**src/rtl/spi_frame_scheduler_pkg.sv**
```systemverilog
// Shared state encoding, default timings and a sizing helper for the SPI frame scheduler.
package spi_frame_scheduler_pkg;

   typedef enum logic [2:0] {
      ST_IDLE  = 3'd0,
      ST_SETUP = 3'd1,
      ST_ISSUE = 3'd2,
      ST_WAIT  = 3'd3,
      ST_DRAIN = 3'd4,
      ST_GAP   = 3'd5
   } state_e;

   localparam int DEF_NREQ        = 2;
   localparam int DEF_SETUP_CYC   = 4;
   localparam int DEF_GAP_CYC     = 16;
   localparam int DEF_TIMEOUT_CYC = 4096;

   function automatic int max3(input int a, input int b, input int c);
      int m;
      m = (a > b) ? a : b;
      return (m > c) ? m : c;
   endfunction

endpackage

```
**src/rtl/spi_frame_scheduler_if.sv**
```systemverilog
// Requester byte streams plus SPI engine handshake, as seen by the scheduler (slave side).
interface spi_frame_scheduler_if #(
   parameter int NREQ = spi_frame_scheduler_pkg::DEF_NREQ
);
   logic [NREQ-1:0]   req_valid;
   logic [8*NREQ-1:0] req_data;
   logic [NREQ-1:0]   req_last;
   logic [NREQ-1:0]   req_ready;
   logic              spi_wr;
   logic [7:0]        spi_data;
   logic              spi_done;
   logic              spi_cs_n;
   logic [NREQ-1:0]   grant;
   logic              busy;
   logic              timeout_err;

   modport slave (
      input  req_valid, req_data, req_last, spi_done,
      output req_ready, spi_wr, spi_data, spi_cs_n, grant, busy, timeout_err
   );

   modport master (
      output req_valid, req_data, req_last, spi_done,
      input  req_ready, spi_wr, spi_data, spi_cs_n, grant, busy, timeout_err
   );
endinterface

```
**src/rtl/spi_frame_scheduler_rr_arbiter.sv**
```systemverilog
// Combinational round-robin pick: first requester at or after ptr_i, returned one-hot.
module rr_arbiter
   import spi_frame_scheduler_pkg::*;
#(
   parameter int NREQ = DEF_NREQ
) (
   input  logic [NREQ-1:0]         req_i,
   input  logic [$clog2(NREQ)-1:0] ptr_i,
   output logic [NREQ-1:0]         gnt_o
);
   logic [NREQ-1:0] req_rot;
   logic [NREQ-1:0] gnt_rot;

   // Rotate so ptr_i sits at bit 0, isolate the lowest set bit, rotate back.
   always_comb begin
      req_rot = NREQ'({req_i, req_i} >> ptr_i);
      gnt_rot = req_rot & (~req_rot + NREQ'(1));
      gnt_o   = NREQ'(({gnt_rot, gnt_rot} << ptr_i) >> NREQ);
   end
endmodule

```
**src/rtl/spi_frame_scheduler.sv**
```systemverilog
// Round-robin framing of NREQ byte streams onto one single-byte SPI engine, with timeout abort.
module spi_frame_scheduler
   import spi_frame_scheduler_pkg::*;
#(
   parameter int NREQ        = DEF_NREQ,
   parameter int SETUP_CYC   = DEF_SETUP_CYC,
   parameter int GAP_CYC     = DEF_GAP_CYC,
   parameter int TIMEOUT_CYC = DEF_TIMEOUT_CYC
) (
   input logic                   clk,
   input logic                   rst,
   spi_frame_scheduler_if.slave  bus
);
   localparam int PW = $clog2(NREQ);
   localparam int CW = $clog2(max3(SETUP_CYC, GAP_CYC, TIMEOUT_CYC)) + 1;

   state_e            state_q, state_d;
   logic [NREQ-1:0]   grant_q, grant_d, arb_gnt, ready;
   logic [PW-1:0]     rr_q, rr_d, grant_idx;
   logic [CW-1:0]     cnt_q, cnt_d;
   logic [7:0]        data_q, data_d, sel_data;
   logic              last_q, last_d, wr_q, wr_d, cs_n_q, cs_n_d, terr_q, terr_d;
   logic              done_prev_q, byte_done, sel_valid, sel_last;
   logic [7:0][NREQ-1:0]    data_cols;
   logic [PW-1:0][NREQ-1:0] idx_cols;

   rr_arbiter #(.NREQ(NREQ)) u_arb (.req_i(bus.req_valid), .ptr_i(rr_q), .gnt_o(arb_gnt));

   // AND-OR mux of the granted requester's byte, plus binary index of the grant.
   generate
      for (genvar bi = 0; bi < 8; bi++) begin : g_data_bit
         for (genvar gi = 0; gi < NREQ; gi++) begin : g_data_req
            assign data_cols[bi][gi] = bus.req_data[8*gi + bi] & grant_q[gi];
         end
         assign sel_data[bi] = |data_cols[bi];
      end
      for (genvar bi = 0; bi < PW; bi++) begin : g_idx_bit
         for (genvar gi = 0; gi < NREQ; gi++) begin : g_idx_req
            assign idx_cols[bi][gi] = grant_q[gi] & (((gi >> bi) & 1) != 0);
         end
         assign grant_idx[bi] = |idx_cols[bi];
      end
   endgenerate

   assign sel_valid = |(bus.req_valid & grant_q);
   assign sel_last  = |(bus.req_last & grant_q);
   assign byte_done = bus.spi_done & ~done_prev_q;

   always_comb begin
      state_d = state_q;
      grant_d = grant_q;
      rr_d    = rr_q;
      cnt_d   = cnt_q;
      data_d  = data_q;
      last_d  = last_q;
      cs_n_d  = cs_n_q;
      wr_d    = 1'b0;
      terr_d  = 1'b0;
      ready   = '0;
      case (state_q)
         ST_IDLE: begin
            if (|bus.req_valid) begin
               grant_d = arb_gnt;
               cs_n_d  = 1'b0;
               cnt_d   = CW'(SETUP_CYC - 1);
               state_d = ST_SETUP;
            end
         end
         ST_SETUP: begin
            if (cnt_q == '0) state_d = ST_ISSUE;
            else             cnt_d   = cnt_q - CW'(1);
         end
         ST_ISSUE: begin
            if (sel_valid) begin
               ready   = grant_q;
               data_d  = sel_data;
               last_d  = sel_last;
               wr_d    = 1'b1;
               cnt_d   = '0;
               state_d = ST_WAIT;
            end
         end
         ST_WAIT: begin
            // Completion is tested first so it wins over a coincident terminal count.
            if (byte_done) begin
               if (last_q) begin
                  cs_n_d  = 1'b1;
                  cnt_d   = CW'(GAP_CYC - 1);
                  state_d = ST_GAP;
               end else begin
                  state_d = ST_ISSUE;
               end
            end else if (cnt_q == CW'(TIMEOUT_CYC - 1)) begin
               terr_d = 1'b1;
               cs_n_d = 1'b1;
               if (last_q) begin
                  cnt_d   = CW'(GAP_CYC - 1);
                  state_d = ST_GAP;
               end else begin
                  state_d = ST_DRAIN;
               end
            end else begin
               cnt_d = cnt_q + CW'(1);
            end
         end
         ST_DRAIN: begin
            if (sel_valid) begin
               ready = grant_q;
               if (sel_last) begin
                  cnt_d   = CW'(GAP_CYC - 1);
                  state_d = ST_GAP;
               end
            end
         end
         ST_GAP: begin
            if (cnt_q == '0) begin
               grant_d = '0;
               rr_d    = (grant_idx == PW'(NREQ - 1)) ? '0 : grant_idx + PW'(1);
               state_d = ST_IDLE;
            end else begin
               cnt_d = cnt_q - CW'(1);
            end
         end
         default: state_d = ST_IDLE;
      endcase
   end

   always_ff @(posedge clk or posedge rst) begin
      if (rst) begin
         state_q     <= ST_IDLE;
         grant_q     <= '0;
         rr_q        <= '0;
         cnt_q       <= '0;
         data_q      <= '0;
         last_q      <= 1'b0;
         wr_q        <= 1'b0;
         cs_n_q      <= 1'b1;
         terr_q      <= 1'b0;
         done_prev_q <= 1'b0;
      end else begin
         state_q     <= state_d;
         grant_q     <= grant_d;
         rr_q        <= rr_d;
         cnt_q       <= cnt_d;
         data_q      <= data_d;
         last_q      <= last_d;
         wr_q        <= wr_d;
         cs_n_q      <= cs_n_d;
         terr_q      <= terr_d;
         done_prev_q <= bus.spi_done;
      end
   end

   assign bus.req_ready   = ready;
   assign bus.spi_wr      = wr_q;
   assign bus.spi_data    = data_q;
   assign bus.spi_cs_n    = cs_n_q;
   assign bus.grant       = grant_q;
   assign bus.busy        = (state_q != ST_IDLE);
   assign bus.timeout_err = terr_q;
endmodule

```
**src/flat_wrapper.sv**
```systemverilog
// flat-port wrapper written by rule: the top's interface ports become plain ports
module spi_frame_scheduler_flat import spi_frame_scheduler_pkg::*;
#(
   parameter int NREQ        = DEF_NREQ,
   parameter int SETUP_CYC   = DEF_SETUP_CYC,
   parameter int GAP_CYC     = DEF_GAP_CYC,
   parameter int TIMEOUT_CYC = DEF_TIMEOUT_CYC
)
  (clk, rst, bus_req_valid, bus_req_data, bus_req_last, bus_spi_done, bus_req_ready, bus_spi_wr, bus_spi_data, bus_spi_cs_n, bus_grant, bus_busy, bus_timeout_err);
  spi_frame_scheduler_if #(.NREQ(NREQ)) bus_i ();
  input logic clk;
  input logic rst;
  input wire logic [$bits(bus_i.req_valid)-1:0] bus_req_valid;
  input wire logic [$bits(bus_i.req_data)-1:0] bus_req_data;
  input wire logic [$bits(bus_i.req_last)-1:0] bus_req_last;
  input wire logic [$bits(bus_i.spi_done)-1:0] bus_spi_done;
  output wire logic [$bits(bus_i.req_ready)-1:0] bus_req_ready;
  output wire logic [$bits(bus_i.spi_wr)-1:0] bus_spi_wr;
  output wire logic [$bits(bus_i.spi_data)-1:0] bus_spi_data;
  output wire logic [$bits(bus_i.spi_cs_n)-1:0] bus_spi_cs_n;
  output wire logic [$bits(bus_i.grant)-1:0] bus_grant;
  output wire logic [$bits(bus_i.busy)-1:0] bus_busy;
  output wire logic [$bits(bus_i.timeout_err)-1:0] bus_timeout_err;
  assign bus_i.req_valid = bus_req_valid;
  assign bus_i.req_data = bus_req_data;
  assign bus_i.req_last = bus_req_last;
  assign bus_i.spi_done = bus_spi_done;
  assign bus_req_ready = bus_i.req_ready;
  assign bus_spi_wr = bus_i.spi_wr;
  assign bus_spi_data = bus_i.spi_data;
  assign bus_spi_cs_n = bus_i.spi_cs_n;
  assign bus_grant = bus_i.grant;
  assign bus_busy = bus_i.busy;
  assign bus_timeout_err = bus_i.timeout_err;
  spi_frame_scheduler #(.NREQ(NREQ), .SETUP_CYC(SETUP_CYC), .GAP_CYC(GAP_CYC), .TIMEOUT_CYC(TIMEOUT_CYC)) u_core (.clk(clk), .rst(rst), .bus(bus_i));
endmodule
```
**config.mk**
```make
export PLATFORM = sky130hd
export DESIGN_NAME = spi_frame_scheduler_flat
export DESIGN_NICKNAME = d
export VERILOG_FILES = /design/src/rtl/spi_frame_scheduler_pkg.sv /design/src/rtl/spi_frame_scheduler_if.sv /design/src/rtl/spi_frame_scheduler_rr_arbiter.sv /design/src/rtl/spi_frame_scheduler.sv /design/src/flat_wrapper.sv
export SDC_FILE = /design/constraint.sdc
export NUM_CORES = 1
export LEC_CHECK = 0
export BUFFER_PORTS_ARGS = -buffer_cell sky130_fd_sc_hd__buf_2
export CAP_MARGIN = 20
export CELL_PAD_IN_SITES_DETAIL_PLACEMENT = 0
export CELL_PAD_IN_SITES_GLOBAL_PLACEMENT = 1
export CORE_UTILIZATION = 42
export CTS_CLUSTER_SIZE = 40
export DETAILED_ROUTE_END_ITERATION = 6
export HOLD_SLACK_MARGIN = 0.12
export PLACE_DENSITY_LB_ADDON = 0.1
export SETUP_SLACK_MARGIN = 0.3
export SYNTH_ARGS = -nofsm -noshare
export SYNTH_HDL_FRONTEND = slang
export SYNTH_SLANG_ARGS = --single-unit
```
**constraint.sdc**
```tcl
create_clock -name clk -period 2.6 [get_ports clk]
set_clock_uncertainty 0.05 [all_clocks]
set_input_delay 0.52 -clock clk [delete_from_list [all_inputs] [get_ports clk]]
set_output_delay 0.52 -clock clk [all_outputs]
set_load 0.02 [all_outputs]
```
==> metrics.md, run 1 <==
| Metric | Value |
|---|---|
| Vias per Instance | 6.08 |
| Busiest grt layer | met2 |
| Max Buffers Root-to-Sink | 2 |
| Cell Count, Final, Fillers Out | 401 |
| Die width | 76.8 µm |
| Met2 usage | 0.385 |
| Inserted Clock Buffers | 5 |
| Setup TNS | 0 ns |
| Syn Nets | 307 |
| Fin area | 2900 µm² |
| Final Hold Viols | 0 |
| Final HPWL DP | 5.04 mm |
| Synth Register Bits | 32 |
| Pwr Density | 796 nW/µm² |
| Dominant synthesized flop cell | dfrtp_1 |
| EDFF count, synth | 0 |
| Worst hold slack | 0.260 ns |
| Synthesized instance count | 281 |
| Critical Path RT | 2.71 ns |
| Final total power | 2.31 mW |
| Die height | 76.8 µm |
| Period utilization | 0.860 |
| Initial core utilization | 0.449 |
| GRT Total Usage | 0.244 |
| Share of cells above drive strength 1 | 0.287 |
| Clk root buf | clkbuf_8 |
| Worst-Skew Late Latency | 0.29 ns |
| Total placed cells including tap cells | 390 |
| Worst vdd ir | 0.382 mV |
| Number of remaining DRC errors | 0 |
| First-pass GRT wire length | 11.3 mm |
| Actual slew at the worst max-slew pin | 0.997 ns |
| Cts hold-fix bufs | 0 |
| Pleak | 1.29 nW |
| Total grt overflow | 0 |
| Post-synth design cell area | 2350 µm² |
| Crit path DAT | 2.34 ns |
| H-tree depth | 2 |
| Most frequent cells in the layout | buf_2, nor2_1, dfrtp_1 |
| Vias in the first global route | 2,263 |
| Max-slew violations | 0 |
| FMAX | 447 MHz |
| Via count | 2,437 |
| Post-Syn Area per Cell | 8.37 µm² |
| Die area | 5900 µm² |
| Core ar. | 5240 µm² |
| DRT Wirelength | 6.89 mm |
| Initial DRC count | 246 |
| Placement Cell Area | 2710 µm² |
| Async S/R FF share, synth | 1.00 |
| Max FO, Critical Path | 9 |
| Pre-Repair DR Iteration Count | 5 |
| Critical Path Source Type | register |
| IO Port Bufs | 38 |
| Seq/Total Area, Yosys | 0.341 |
| Status | completed |
| WL/cell | 17.2 µm |
| Met1 Track Usage GR | 0.338 |
| CTS clk-pin slew, worst paths | 0.07 ns |
| Clock Sink Count | 32 |
| Routability congestion estimate | 0.861 |
| Number of diodes | 0 |
| Library cells used by synthesis | 62 |
| CTS tree | yes |
| Post-route ant nets | 0 |
| Rows | 26 |
| Area delta synth->final | 23.3% |
| Tmin final | 2.24 ns |
| Most common cell after layout, fill and taps aside | buf_2 |
| Pin count of the biggest net entering global routing | 33 |
| Initial antenna violation count | 0 |
| Yosys warns | 0 |
| Num ports | 39 |
| RSZ-0062 raised after global routing | yes |
| Relative slew slack | 0.332 |
| Critical Path Sink Type | register |
| Final nets | 356 |
| Global-route met3 utilization | 0.0440 |
| Setup Viol. Count Final | 0 |
| WS Path Type | reg2reg |
| Path category of the worst min-delay check | in2async |
| Max cap viols | 0 |
## cell families after synthesis
kind of cell	share of synthesized area
DFF	0.341
adders and majority gates	0.0160
xor gates and xnor gates	0.00745
and+or+nand+nor	0.257
buffers and inverters	0.0564
AOI/OAI and AO/OA	0.304
muxes	0.0181
## routing by layer
layer  vias to the layer above  part of all wire  wire length (µm)
li1                       1170                 -                 -
met1                      1171              0.47              3240
met2                        88              0.46              3200
met3                         8             0.054               375
met4                         0             0.013                89
met5                         -                 0                 0
## through the flow
step | util | worst slack [ns]
floorplan | - | 0.403
global placement | 0.516 | 0.253
detailed placement | 0.516 | 0.191
CTS | 0.546 | 0.315
global route | 0.554 | 0.297
finish | 0.554 | 0.365
## repair_timing
action	4_1_cts	5_1_grt
pin swaps	2	1
setup endpoints to repair	10	11
buffers inserted	1	2
gates resized for setup	5	7
## worst max-delay path, cell delays in order (launching register included)
cell	delay, ns
dfrtp_2	0.46
or4_4	0.62
o41ai_4	0.42
a21oi_2	0.12
o21bai_4	0.17
buf_12	0.15
o211ai_1	0.10
## sequential cells by signal (all words and copies together) (netlist names)
signal                  cells
u_core.bus.spi_wr           1
u_core.bus.spi_data         8
u_core.bus.grant            2
u_core.last_q               1
u_core.bus.spi_cs_n         1
u_core.done_prev_q          1
u_core.cnt_q               13
u_core.rr_q                 1
u_core.state_q              3
u_core.bus.timeout_err      1
## synth_stat cells, drive strengths merged, types with 4 or more instances
cell,n,area [µm²]
nor2,33,124
dfrtp,31,776
a21oi,19,95.1
clkbuf,16,61.3
nand2,16,60.1
o21ai,16,80.1
a22oi,11,82.6
inv,10,37.5
nor3,10,50.1
o31ai,9,67.6
nand3,8,40.0
o211ai,8,60.1
and3,7,43.8
nor4,7,50.1
a221oi,5,43.8
buf,5,33.8
nand2b,5,31.3
and2,4,25.0
nand4,4,31.3
nor2b,4,25.0
o221ai,4,47.6
## cell type report
cell class,instances,area [µm²]
Fill cell,513,2340
Sequential cell,32,806
Clock buffer,6,72.6
Multi-Input combinational cell,218,1470
Inverter,10,37.5
Timing Repair Buffer,63,390
Tap cell,70,87.6
Clock inverter,2,35.0
## where the power goes
part           switching (mW)  total (mW)  internal [mW]
clock network           0.192       0.476          0.284
logic                   0.542       0.970          0.427
registers               0.239       0.864          0.625
## path summary, 6_finish.rpt
check | endpoint | cells after the start | slack (ns) | from
hold / removal | u_core.cnt_q[8] | 3 | 0.26 | rst
setup reg to reg | u_core.cnt_q[6] | 6 | 0.36 | u_core.cnt_q[6]
max in group asynchronous | u_core.bus.spi_cs_n | 3 | 1.91 | rst
min in group clk | u_core.done_prev_q | 1 | 0.31 | bus_spi_done
hold reg to reg | u_core.bus.spi_cs_n | 2 | 0.47 | u_core.bus.spi_cs_n
setup / recovery | u_core.cnt_q[6] | 6 | 0.36 | u_core.cnt_q[6]
No activity file was read; power rests on OpenSTA's default activity.
==> run 2: changes to the inputs <==
--- a/config.mk
+++ b/config.mk
@@ -9,11 +9,13 @@
 export CAP_MARGIN = 20
 export CELL_PAD_IN_SITES_DETAIL_PLACEMENT = 0
 export CELL_PAD_IN_SITES_GLOBAL_PLACEMENT = 1
+export CORE_MARGIN = 5
 export CORE_UTILIZATION = 42
-export CTS_CLUSTER_SIZE = 40
+export CTS_CLUSTER_SIZE = 10
 export DETAILED_ROUTE_END_ITERATION = 6
 export HOLD_SLACK_MARGIN = 0.12
 export PLACE_DENSITY_LB_ADDON = 0.1
+export RECOVER_POWER = 25
 export SETUP_SLACK_MARGIN = 0.3
 export SYNTH_ARGS = -nofsm -noshare
 export SYNTH_HDL_FRONTEND = slang
==> metrics.md, run 2 (synthesis results as in run 1) <==
| Metric | Value |
|---|---|
| Status | completed (unchanged) |
| Fill count | 565 (was 513) |
| Vias per Instance | 6.00 (was 6.08) |
| Setup Viol. Count Final | 0 (unchanged) |
| Initial DRC count | 221 (was 246) |
| Inserted Clock Buffers | 5 (unchanged) |
| Crit path DAT | 2.34 ns (about the same) |
| Worst hold slack | 0.261 ns (was 0.260 ns) |
| GRT Total Usage | 0.205 (was 0.244) |
| Final HPWL DP | 5.36 mm (was 5.04 mm) |
| Pre-Repair DR Iteration Count | 5 (unchanged) |
| Core ar. | 5470 µm² (was 5240 µm²) |
| Max FO, Critical Path | 9 (unchanged) |
| Via count | 2,432 (was 2,437) |
| Pwr Density | 802 nW/µm² (was 796 nW/µm²) |
| DRT Wirelength | 7.36 mm (was 6.89 mm) |
| Critical Path RT | 2.70 ns (was 2.71 ns) |
| Register area | 807 µm² (was 806 µm²) |
| Top reg by flops | u_core.cnt_q (unchanged) |
| Vias in the first global route | 2,243 (was 2,263) |
| Path category of the worst min-delay check | in2async (unchanged) |
| Share of cells above drive strength 1 | 0.291 (was 0.287) |
| Area delta synth->final | 23.7% (was 23.3%) |
| WS Path Type | reg2reg (unchanged) |
| IO Port Bufs | 38 (unchanged) |
| CTS tree | yes (unchanged) |
| Setup TNS | 0 ns (unchanged) |
| Post-layout util | 0.532 (was 0.554) |
| Final Hold Viols | 0 (unchanged) |
| Relative slew slack | 0.359 (was 0.332) |
| Sequential share of power | 0.367 (was 0.374) |
| Number of diodes | 0 (unchanged) |
| Worst vdd ir | 0.534 mV (was 0.382 mV) |
| Placement Cell Area | 2740 µm² (was 2710 µm²) |
| RSZ-0062 raised after global routing | no (was yes) |
| Int Pwr | 1.34 mW (about the same) |
| Die height | 84.8 µm (was 76.8 µm) |
| Clock Sink Count | 32 (unchanged) |
| Most frequent cells in the layout | buf_2, nor2_1, dfrtp_1 (unchanged) |
| Die width | 84.8 µm (was 76.8 µm) |
| Logic gate share of total power | 0.425 (was 0.420) |
| Actual slew at the worst max-slew pin | 0.956 ns (was 0.997 ns) |
| Crit-path max cell delay | 0.50 ns (was 0.62 ns) |
| Most common cell after layout, fill and taps aside | buf_2 (unchanged) |
| Clk root buf | clkbuf_8 (unchanged) |
| Net Switching | 0.988 mW (was 0.973 mW) |
| Clock group share of total power | 0.208 (was 0.206) |
| Total grt overflow | 0 (unchanged) |
| Routability congestion estimate | 0.889 (was 0.861) |
| Rows | 27 (was 26) |
| Worst-Skew Late Latency | 0.29 ns (about the same) |
| Tmin final | 2.23 ns (was 2.24 ns) |
| Period utilization | 0.860 (about the same) |
| Pleak | 1.29 nW (about the same) |
| Critical path's slowest cell | or4b_4 (was or4_4) |
| Num ports | 39 (unchanged) |
| H-tree depth | 2 (unchanged) |
| Initial core utilization | 0.430 (was 0.449) |
| Max-slew violations | 0 (unchanged) |
| CTS clk-pin slew, worst paths | 0.07 ns (about the same) |
| Area of the multi-input gates | 1460 µm² (was 1470 µm²) |
| Max Buffers Root-to-Sink | 2 (unchanged) |
| Critical Path Sink Type | register (unchanged) |
| Die area | 7200 µm² (was 5900 µm²) |
| Initial antenna violation count | 0 (unchanged) |
| Number of remaining DRC errors | 0 (unchanged) |
| Worst-path cell chain | inv_2 -> ha_1 -> or4b_4 -> o41ai_4 -> a21oi_2 -> o21bai_4 -> buf_12 -> o211ai_1 (was or4_4 -> o41ai_4 -> a21oi_2 -> o21bai_4 -> buf_12 -> o211ai_1) |
| Post-route ant nets | 0 (unchanged) |
| Pin count of the biggest net entering global routing | 33 (unchanged) |
| Final nets | 358 (was 356) |
| Sw Ratio | 0.424 (was 0.421) |
| WL/cell | 18.2 µm (was 17.2 µm) |
| Max cap viols | 0 (unchanged) |
| FMAX | 447 MHz (about the same) |
| Final total power | 2.33 mW (was 2.31 mW) |
| First-pass GRT wire length | 11.8 mm (was 11.3 mm) |
| Fin area | 2910 µm² (was 2900 µm²) |
| Critical Path Source Type | register (unchanged) |
| Number of flip-flops in the largest register | 13 (unchanged) |
==> run 2: routing by layer <==
layer / track usage / routed length, µm
met1: 0.300 / 3430
met2: 0.310 / 3400
met3: 0.0350 / 410
met5: 0 / 0
met4: 0.0604 / 120
==> run 2: worst paths after layout <==
path / from / to / slack (ns) / depth (start not counted)
setup reg to reg: u_core.cnt_q[0] / u_core.cnt_q[6] / 0.37 / 8
hold reg to reg: u_core.bus.grant[1] / u_core.rr_q / 0.47 / 1
max in group asynchronous: rst / u_core.bus.spi_cs_n / 1.89 / 3
setup / recovery: u_core.cnt_q[0] / u_core.cnt_q[6] / 0.37 / 8
min in group clk: bus_spi_done / u_core.done_prev_q / 0.32 / 1
hold / removal: rst / u_core.cnt_q[4] / 0.26 / 3
==> run 2: repair_timing <==
| action | in CTS | in global routing |
|---|---|---|
| gates resized for setup | 3 | 8 |
| hold buffers | 0 | 0 |
| setup endpoints to repair | 10 | 12 |
| pin swaps | 2 | 0 |
| setup buffers | 1 | 0 |
| endpoints found under the hold margin | 0 | 0 |
==> run 2: stage by stage <==
stage,setup slack (ns),std cells
6_report,0.365,405
2_1_floorplan,0.403,281
4_1_cts,0.310,405
3_5_place_dp,0.0964,396
5_1_grt,0.301,405
3_3_place_gp,0.209,396
==> run 2: cell type report <==
type                    count  area share
multi-input cells         218       0.502
flip-flops and latches     32       0.277
repair buffers             65       0.139
well taps                  72      0.0310
clock buffers               5      0.0236
clock inverters             3      0.0146
inverters                  10      0.0129
==> run 2: critical path: cells and delay by family (launching register included) <==
kind | cells | cell delay, ns
AOI/OAI and AO/OA | 4 | 0.69
and+or+nand+nor | 1 | 0.50
DFF | 1 | 0.45
buffers and inverters | 2 | 0.25
adders and majority gates | 1 | 0.15
==> run 2: power by group through the flow <==
stage	Combinational, mW	Clock, mW	Sequential (mW)
6_report	0.991	0.486	0.856
5_1_grt	1.09	0.526	0.873
4_1_cts	0.976	0.504	0.833
3_5_place_dp	0.953	0	0.836
3_3_place_gp	0.946	0	0.835
2_1_floorplan	0.721	0	0.757
==> run 3: changes to the inputs <==
--- a/config.mk
+++ b/config.mk
@@ -9,9 +9,10 @@
 export CAP_MARGIN = 20
 export CELL_PAD_IN_SITES_DETAIL_PLACEMENT = 0
 export CELL_PAD_IN_SITES_GLOBAL_PLACEMENT = 1
+export CORE_ASPECT_RATIO = 0.5
 export CORE_MARGIN = 5
 export CORE_UTILIZATION = 42
-export CTS_CLUSTER_SIZE = 10
+export CTS_CLUSTER_SIZE = 20
 export DETAILED_ROUTE_END_ITERATION = 6
 export HOLD_SLACK_MARGIN = 0.12
 export PLACE_DENSITY_LB_ADDON = 0.1
==> metrics.md, run 3 (synthesis results as in run 1) <==
| Metric | Value |
|---|---|
| Area of the multi-input gates | 1460 µm² (about the same) |
| Rows | 19 (was 27) |
| CP Launch Point | u_core.cnt_q[3] (was u_core.cnt_q[0]) |
| First-pass GRT wire length | 12.2 mm (was 11.8 mm) |
| Area delta synth->final | 26.9% (was 23.7%) |
| Worst-Skew Late Latency | 0.30 ns (was 0.29 ns) |
| Via count | 2,523 (was 2,432) |
| IO Port Bufs | 38 (unchanged) |
| Most frequent cells in the layout | buf_2, nor2_1, buf_4, dfrtp_1, a21oi_1 (was buf_2, nor2_1, dfrtp_1) |
| Max cap viols | 0 (unchanged) |
| GRT Total Usage | 0.211 (was 0.205) |
| Placement Cell Area | 2750 µm² (was 2740 µm²) |
| Final nets | 364 (was 358) |
| Max FO, Critical Path | 12 (was 9) |
| Initial core utilization | 0.432 (was 0.430) |
| Critical Path Sink Type | register (unchanged) |
| Period utilization | 0.856 (was 0.860) |
| Total placed cells including tap cells | 397 (was 396) |
| RSZ-0062 raised after global routing | no (unchanged) |
| Number of remaining DRC errors | 0 (unchanged) |
| Most common cell after layout, fill and taps aside | buf_2 (unchanged) |
| Vias per Instance | 6.12 (was 6.00) |
| FMAX | 450 MHz (was 447 MHz) |
| Num ports | 39 (unchanged) |
| Top reg by flops | u_core.cnt_q (unchanged) |
| Worst vdd ir | 0.333 mV (was 0.534 mV) |
| Total grt overflow | 0 (unchanged) |
| Cell Count, Final, Fillers Out | 412 (was 405) |
| Setup WS post-layout | 0.375 ns (was 0.365 ns) |
| Routability congestion estimate | 0.939 (was 0.889) |
| Vias in the first global route | 2,356 (was 2,243) |
| Cts hold-fix bufs | 0 (unchanged) |
| Fin area | 2990 µm² (was 2910 µm²) |
| H-tree depth | 2 (unchanged) |
| Crit path DAT | 2.34 ns (about the same) |
| CTS clk-pin slew, worst paths | 0.08 ns (was 0.07 ns) |
| Number of diodes | 0 (unchanged) |
| Post-route ant nets | 0 (unchanged) |
| R2R Path Start | u_core.cnt_q[3] (was u_core.cnt_q[0]) |
| Die width | 116 µm (was 84.8 µm) |
| DP Worst Slack | 0.139 ns (was 0.0964 ns) |
| DRT Wirelength | 7.61 mm (was 7.36 mm) |
| Setup Viol. Count Final | 0 (unchanged) |
| Initial DRC count | 171 (was 221) |
| Final Hold Viols | 0 (unchanged) |
| Number of flip-flops in the largest register | 13 (unchanged) |
| Pin count of the biggest net entering global routing | 33 (unchanged) |
| Setup TNS | 0 ns (unchanged) |
| Path category of the worst min-delay check | in2async (unchanged) |
| Initial antenna violation count | 0 (unchanged) |
| Fill count | 531 (was 565) |
| Tmin final | 2.22 ns (was 2.23 ns) |
| Pre-Repair DR Iteration Count | 5 (unchanged) |
| Pwr Density | 813 nW/µm² (was 802 nW/µm²) |
| Clk root buf | clkbuf_8 (unchanged) |
| Final HPWL DP | 5.40 mm (was 5.36 mm) |
| Die area | 7290 µm² (was 7200 µm²) |
| WS Path Type | reg2reg (unchanged) |
| Actual slew at the worst max-slew pin | 0.755 ns (was 0.956 ns) |
| Pleak | 1.32 nW (was 1.29 nW) |
| Core ar. | 5440 µm² (was 5470 µm²) |
| Max-slew violations | 0 (unchanged) |
| CTS tree | yes (unchanged) |
| Max Buffers Root-to-Sink | 2 (unchanged) |
| Critical Path Source Type | register (unchanged) |
| Status | completed (unchanged) |
| Inserted Clock Buffers | 5 (unchanged) |
| Clock Sink Count | 32 (unchanged) |
| Register area | 805 µm² (was 807 µm²) |
| Share of cells above drive strength 1 | 0.298 (was 0.291) |
| Die height | 62.9 µm (was 84.8 µm) |
| WL/cell | 18.5 µm (was 18.2 µm) |
| Critical Path RT | 2.72 ns (was 2.70 ns) |
| Relative slew slack | 0.492 (was 0.359) |
[run 3: final timing paths]
path	end	slack, ns	depth (start not counted)
worst max-delay path	u_core.cnt_q[6]	0.38	6
worst min-delay path	u_core.cnt_q[9]	0.26	3
worst max register to register	u_core.cnt_q[6]	0.38	6
worst min register to register	u_core.bus.spi_data[7]	0.47	2
max in group asynchronous	u_core.bus.spi_cs_n	1.89	3
min in group clk	u_core.done_prev_q	0.32	1
[run 3: metal layers]
metal / track usage / share of wire
met1: 0.299 / 0.47
met2: 0.322 / 0.44
met3: 0.0503 / 0.078
met4: 0.0564 / 0.013
met5: 0 / 0
[run 3: timing repair]
action                                  CTS  global route
pin swaps                                 2             4
buffers inserted                          1             4
resized for setup                         4             6
endpoints found under the setup margin   10            11
gates cloned                              0             1
[run 3: metrics by stage]
| stage | power, mW | util | hold slack [ns] |
|---|---|---|---|
| 6_report | 2.43 | 0.548 | 0.259 |
| 5_1_grt | 2.58 | 0.548 | 0.312 |
| 4_1_cts | 2.34 | 0.533 | 0.272 |
| 3_5_place_dp | 1.81 | 0.505 | 0.464 |
| 3_3_place_gp | 1.79 | 0.505 | 0.451 |
| 2_1_floorplan | 1.48 | - | 0.454 |
[run 3: power by group]
part	internal [mW]	switching (mW)
combinational	0.500	0.624
sequential	0.625	0.183
clock	0.285	0.211
[run 3: cell type report]
cell class,count,share of cell area
Inverter,10,0.0126
Clock inverter,2,0.0117
Tap cell,73,0.0306
Sequential cell,32,0.269
Timing Repair Buffer,71,0.162
Clock buffer,6,0.0243
Multi-Input combinational cell,218,0.490
[run 3: worst max-delay path: stages (launching register included)]
cell      delay (ns)
dfrtp_1         0.52
or4b_4          0.60
o41ai_4         0.37
a21oi_2         0.12
o21bai_4        0.20
buf_12          0.15
o211ai_1        0.09
